$ cat src/rtl/intt_butterfly.sv
// Gentleman-Sande inverse-NTT butterfly: out0 = (a+b) mod q, out1 = ((a-b) mod q * zeta) mod q,
// with optional mod-q halving of both results; 3-stage pipeline with a global stall.
module intt_butterfly #(
   parameter int unsigned BIT_LEN = 23,
   parameter int unsigned q       = 8380417
) (
   input  logic               clk,
   input  logic               reset,
   input  logic               in_valid,
   output logic               in_ready,
   input  logic [BIT_LEN-1:0] in0,
   input  logic [BIT_LEN-1:0] in1,
   input  logic [BIT_LEN-1:0] zeta,
   input  logic               half_en,
   output logic               out_valid,
   input  logic               out_ready,
   output logic [BIT_LEN-1:0] out0,
   output logic [BIT_LEN-1:0] out1
);

   localparam logic [BIT_LEN-1:0]   Q_N = BIT_LEN'(q);
   localparam logic [BIT_LEN:0]     Q_E = (BIT_LEN+1)'(q);
   localparam logic [2*BIT_LEN-1:0] Q_W = (2*BIT_LEN)'(q);

   logic                 r_s1_valid;
   logic [BIT_LEN-1:0]   r_s1_sum;
   logic [BIT_LEN-1:0]   r_s1_diff;
   logic [BIT_LEN-1:0]   r_s1_zeta;
   logic                 r_s1_half;

   logic                 r_s2_valid;
   logic [BIT_LEN-1:0]   r_s2_sum;
   logic                 r_s2_half;
   logic [2*BIT_LEN-1:0] r_s2_prod;

   logic                 r_out_valid;
   logic [BIT_LEN-1:0]   r_out0;
   logic [BIT_LEN-1:0]   r_out1;

   logic                 w_stall;
   logic [BIT_LEN:0]     w_sum_raw;
   logic [BIT_LEN:0]     w_sum_red;
   logic [BIT_LEN-1:0]   w_sum;
   logic [BIT_LEN-1:0]   w_diff;
   logic [BIT_LEN-1:0]   w_pmod;
   logic [BIT_LEN-1:0]   w_out0;
   logic [BIT_LEN-1:0]   w_out1;

   // Division by two mod q: odd values borrow one q so the shift stays exact.
   function automatic logic [BIT_LEN-1:0] halve(input logic [BIT_LEN-1:0] x);
      logic [BIT_LEN:0] t;
      t = x[0] ? ({1'b0, x} + Q_E) : {1'b0, x};
      return BIT_LEN'(t >> 1);
   endfunction

   assign w_stall   = r_out_valid & ~out_ready;
   assign in_ready  = reset & ~w_stall;

   assign w_sum_raw = {1'b0, in0} + {1'b0, in1};
   assign w_sum_red = (w_sum_raw >= Q_E) ? (w_sum_raw - Q_E) : w_sum_raw;
   assign w_sum     = BIT_LEN'(w_sum_red);
   assign w_diff    = (in0 >= in1) ? (in0 - in1) : (in0 + Q_N - in1);

   assign w_pmod    = BIT_LEN'(r_s2_prod % Q_W);
   assign w_out0    = r_s2_half ? halve(r_s2_sum) : r_s2_sum;
   assign w_out1    = r_s2_half ? halve(w_pmod)   : w_pmod;

   // All stages advance together; a stalled output freezes the whole pipe.
   always_ff @(posedge clk) begin
      if (!reset) begin
         r_s1_valid  <= 1'b0;
         r_s1_sum    <= '0;
         r_s1_diff   <= '0;
         r_s1_zeta   <= '0;
         r_s1_half   <= 1'b0;
         r_s2_valid  <= 1'b0;
         r_s2_sum    <= '0;
         r_s2_half   <= 1'b0;
         r_s2_prod   <= '0;
         r_out_valid <= 1'b0;
         r_out0      <= '0;
         r_out1      <= '0;
      end else if (!w_stall) begin
         r_s1_valid  <= in_valid;
         r_s1_sum    <= w_sum;
         r_s1_diff   <= w_diff;
         r_s1_zeta   <= zeta;
         r_s1_half   <= half_en;
         r_s2_valid  <= r_s1_valid;
         r_s2_sum    <= r_s1_sum;
         r_s2_half   <= r_s1_half;
         r_s2_prod   <= r_s1_diff * r_s1_zeta;
         r_out_valid <= r_s2_valid;
         r_out0      <= w_out0;
         r_out1      <= w_out1;
      end
   end

   assign out_valid = r_out_valid;
   assign out0      = r_out0;
   assign out1      = r_out1;

endmodule
$ cat config.mk
export PLATFORM = sky130hd
export DESIGN_NAME = intt_butterfly
export DESIGN_NICKNAME = d
export VERILOG_FILES = /design/src/rtl/intt_butterfly.sv
export SDC_FILE = /design/constraint.sdc
export NUM_CORES = 2
export LEC_CHECK = 0
export CAP_MARGIN = 20
export CORE_MARGIN = 3
export CORE_UTILIZATION = 35
export CTS_BUF_LIST = sky130_fd_sc_hd__clkbuf_4 sky130_fd_sc_hd__clkbuf_8
export DETAILED_ROUTE_END_ITERATION = 7
export SLEW_MARGIN = 20
export SYNTH_ARGS = -nofsm -noshare
export SYNTH_HDL_FRONTEND = slang
export SYNTH_SLANG_ARGS = --single-unit
$ cat constraint.sdc
create_clock -name clk -period 49.9 [get_ports clk]
set_input_delay 4.99 -clock clk [delete_from_list [all_inputs] [get_ports clk]]
set_output_delay 4.99 -clock clk [all_outputs]
set_load 0.005 [all_outputs]
-- Yosys cells after proc, flatten, opt, wreduce, memory -nomap -nowiden
Cells that the tools add are included.
- $add $sub $neg: 7
- multipliers: 1
- divide/modulo/power cells: 1
- magnitude comparators: 2
- multiplexer cells: 6
- bitwise gates (word level): 4
- operator list (kind ; count):
    23-bit two-way mux ; 4
    23-bit by 23-bit adder with 24-bit output (second input constant) ; 2
    24-bit two-way mux ; 2
    46-bit by 23-bit modulo with 46-bit output (second input constant) ; 1
    23-bit by 23-bit multiplier with 46-bit output ; 1
    23-bit subtractor ; 2
    23-bit by 23-bit adder with 24-bit output ; 1
    24-bit by 23-bit greater-or-equal comparator with 1-bit output (second input constant) ; 1
    23-bit adder (second input constant) ; 1
    23-bit greater-or-equal comparator ; 1
    23-bit subtractor (second input constant) ; 1
    1-bit bitwise AND ; 2
    1-bit NOT ; 2
- flip-flop bits (word level): 189
- bits of input ports: 74
- output and inout port bits: 48
- logic and storage cells: 33

-- Logic depth before layout (Yosys ltp)
- depth in word-level cells: 4
- gate-level depth with buffers: 130
- gate-level depth less buffers: 97

-- Worst setup path before layout
Ideal clock, no wire load.
- path kind: register to register
- start point: reg r_s2_prod[25]
- end point: reg r_out1[3], in the netlist out1[3]
- library setup time: 0.132 ns
- arrival time: 30.142 ns
- data required time: 49.768 ns
- path slack: 19.626 ns
- stages on the path, launching flop included: 115
- path buffers: 18
- period minus slack after synthesis: 30.274 ns
- cell sequence: dfxtp_1 -> buf_4 -> or4_1 -> buf_2 -> or4_4 -> buf_6 -> o21ba_1 -> o2111a_2 -> or4_4 -> mux2i_4 -> and3_1 -> buf_6 -> a211oi_1 -> nor2_2 -> or3_1 -> buf_6 -> o31ai_4 -> nor2_2 -> (+79 left out) -> o221a_4 -> buf_6 -> buf_6 -> xnor2_1 -> ha_1 -> nand4b_1 -> or4_1 -> buf_6 -> o311ai_1 -> and2_2 -> xnor2_2 -> ha_1 -> and2_1 -> clkbuf_1 -> nand2_1 -> or4b_1 -> o2111ai_1 -> a21oi_1
- word-level cells in the longest chain between the ends: 4
- RTL lines (what ; line ; text):
    start, declared ; 34 ; logic [2*BIT_LEN-1:0] r_s2_prod;
    start signal, assigned ; 92 ; r_s2_prod <= r_s1_diff * r_s1_zeta;
    46-bit by 23-bit modulo with 46-bit output (*) ; 64 ; assign w_pmod = BIT_LEN'(r_s2_prod % Q_W);
    23-bit by 23-bit adder with 24-bit output ; 52 ; t = x[0] ? ({1'b0, x} + Q_E) : {1'b0, x};
    24-bit two-way mux ; 52 ;
    23-bit two-way mux (*) ; 66 ; assign w_out1 = r_s2_half ? halve(w_pmod) : w_pmod;
    end signal, assigned ; 95 ; r_out1 <= w_out1;
    end, declared ; 38 ; logic [BIT_LEN-1:0] r_out1;
Mark *: on every way between the ends. The rest lies on a longest branch, timed or not.
A chain may end at the register's enable or synchronous reset.

-- Final worst setup path
- start point: reg r_s2_prod[23]
- end point: reg r_out1[3], in the netlist out1[3]
Same word-level chain as after synthesis.

==> metrics.txt <==
area grow syn2layout 5.79%; routed vias 45833; drt total wl 159000 µm; Yosys top cell area share 18.8%; grt peak-use layer met2; largest family of logic cells by synthesized area simple AND/OR/NAND/NOR gates; post-synthesis xor/xnor area fraction 7.25%; dominant synthesized flop cell dfxtp_1; Register-to-Register Path Depth 95; vias per std cell 5.72; DIE WIDTH 377 µm; cts hold-fix bufs 0; simple-gate share of the synthesized area 27.0%; most frequent CP cell a21oi_1; dpl hpwl 127000 µm; Seq/Total Area, Yosys 7.86%; synthesized cell area 0.0481 mm²; post-synth top area cell fa_1; WS Path Type flip-flop to flip-flop; FP Rows roughly 140; drt pass-1 iters 6; IO Pins 122; Final period util between 70% and 80%; antenna violations before repair 0; clk slew on worst S/H paths 0.12 ns; CTS buffer count 17; CTS root buf clkbuf_8; final setup fails 0; cell count of the worst hold path 2; crit-path max cell delay 1.02 ns; Seq cells post-synth 189; clock skew approximately 0.030 ns; Adder-Cell Fraction of Synth Area 25.6%; DRC 0; unrepaired setup endpoints after global routing false; Max Freq 0.0265 GHz; yosys warns 0; Max Cap Viol 0; NumNets Final 7007; CTS tree yes; chip height 377 µm; most frequent cells in the layout 922 x nand2_1, 640 x inv_1, 475 x nor2_1; Resized Gates After CTS 0; Fin. Hold Viols 0; Initial Util 35.4%; met1 GRT Util between 30% and 40%; actual slew at the worst max-slew pin approximately 1.1 ns; number of global-route vias before repair 44704; CP startpoint kind flip-flop; Max Root-Sink Buffers 2; GRT Overall Usage 22.0%; Final min period 37.77 ns; status finished, final reports clean; CP max stage cell a2111oi_0; setup repair bufs after CTS 0; Post-Syn Nets between 7000 and 8000; largest net degree at the start of global routing 109; core box area 0.136 mm²; pins over their slew limit 0; Hold Path Class flip-flop to flip-flop; H-tree lvl count 4; routed length per instance 19.8 µm; gr ovfl total 0; post-synthesis mux area share 1.56%; EDFF count, synth 0; critical path peak fanout 23; remaining antenna violation count 0; RD Place Congestion about 0.95; WP data required 50.34 ns; post-synthesis average cell area 7.60 µm²; async set or reset register ratio after synthesis 0%; IO Port Bufs 121; CP Data Arrival Time between 30 and 40 ns; Skew-Pair Late Insertion Delay 0.60 ns; Synth Area in Compound Gates 22.3%; Setup TNS 0 ns; Yosys cell types around 190; Worst slew margin about 24%; synth top area cells fa_1 19%, dfxtp_1 7.9%, nand2_1 7.2%, ha_1 6.7%, xnor2_1 5.1%; first-pass GRT wire length 253000 µm; clk sink count roughly 190; layout cell share with drive strength beyond 1 7.54%; DR iter-0 viols approximately 3500; nature of the critical path endpoint flip-flop; commonest non-fill, non-tap cell in the layout nand2_1; met3 Use GR 2.26%; M2 GR Usage 36.3%; Cells after Synth 6329; die area 0.142 mm²
layout make-up:
cell class	instances	area [µm²]
Antenna cell	1	2.50
Clock buffer	17	234
Tap cell	1781	2230
Clock inverter	15	230
Multi-Input combinational cell	5188	40300
Timing Repair Buffer	184	1680
Sequential cell	189	3780
Inverter	643	2420
Fill cell	14315	85100
state kept, by name (all words and copies together) (netlist names), 23 cells and up:
name       flops
r_s1_diff     23
out0          23
r_s1_sum      23
r_s2_sum      23
out1          23
r_s2_prod     46
r_s1_zeta     23
per-layer routing:
layer | part of all wire (%) | vias up
li1 | - | 21822
met2 | 46 | 1455
met5 | 0 | -
met4 | 2.5 | 0
met3 | 5.1 | 210
met1 | 46 | 22346
cells in the mapped netlist (64+ instances only):
cell      count
inv_1       640
xnor2_1     281
nand2_1     922
nor3_1      195
o21ai_0     152
and2_1      198
a211oi_1     78
dfxtp_1     189
xor2_1      106
a21oi_1     367
a31oi_1      68
o21a_1       64
nor2_1      475
fa_1        452
nand4_1      65
ha_1        258
clkbuf_1    210
nand3_1     151
nor4_1       76
critical path: cells and delay by family (launching register included):
kind,cells,cell delay [ns]
AO/OA/AOI/OAI,46,18.72
XOR/XNOR,7,2.56
adder cells (fa/ha/maj),3,0.73
multiplexers,1,0.53
flip-flops,1,0.47
AND/OR/NAND/NOR,37,14.36
buffers and inverters,1,0.17
metrics by stage:
step	hold slack, ns	worst slack (ns)	util (%)	instance area, µm²	cells
global route	0.473	8.97	37.4	50900	8017
CTS	0.460	12.81	37.4	50900	8017
global placement	0.439	13.66	37.1	50400	7985
detailed placement	0.445	12.94	37.1	50400	7985
finish	0.457	12.13	37.4	50900	8018
floorplan	0.432	19.63	-	48100	6329
cells by family (layout without fill, tap and decap cells):
logic type,count (synthesis),count (layout)
and+or+nand+nor,2572,2572
AOI/OAI and AO/OA,1442,1442
buffers and inverters,952,859
adders and majority gates,714,714
xor gates and xnor gates,393,393
DFF,189,189
muxes,67,67
other,0,1
worst paths after layout:
kind / from / endpoint / slack (ns)
hold / removal: r_s1_zeta[12] / r_s1_zeta[12] / 0.46
setup / recovery: r_s2_prod[23] / out1[3] / 12.13
hold reg to reg: r_s1_zeta[12] / r_s1_zeta[12] / 0.46
setup reg to reg: r_s2_prod[23] / out1[3] / 12.13
Power is not shown: default switching activity piles up to over one toggle a cycle in this logic, so the estimate is an artifact.
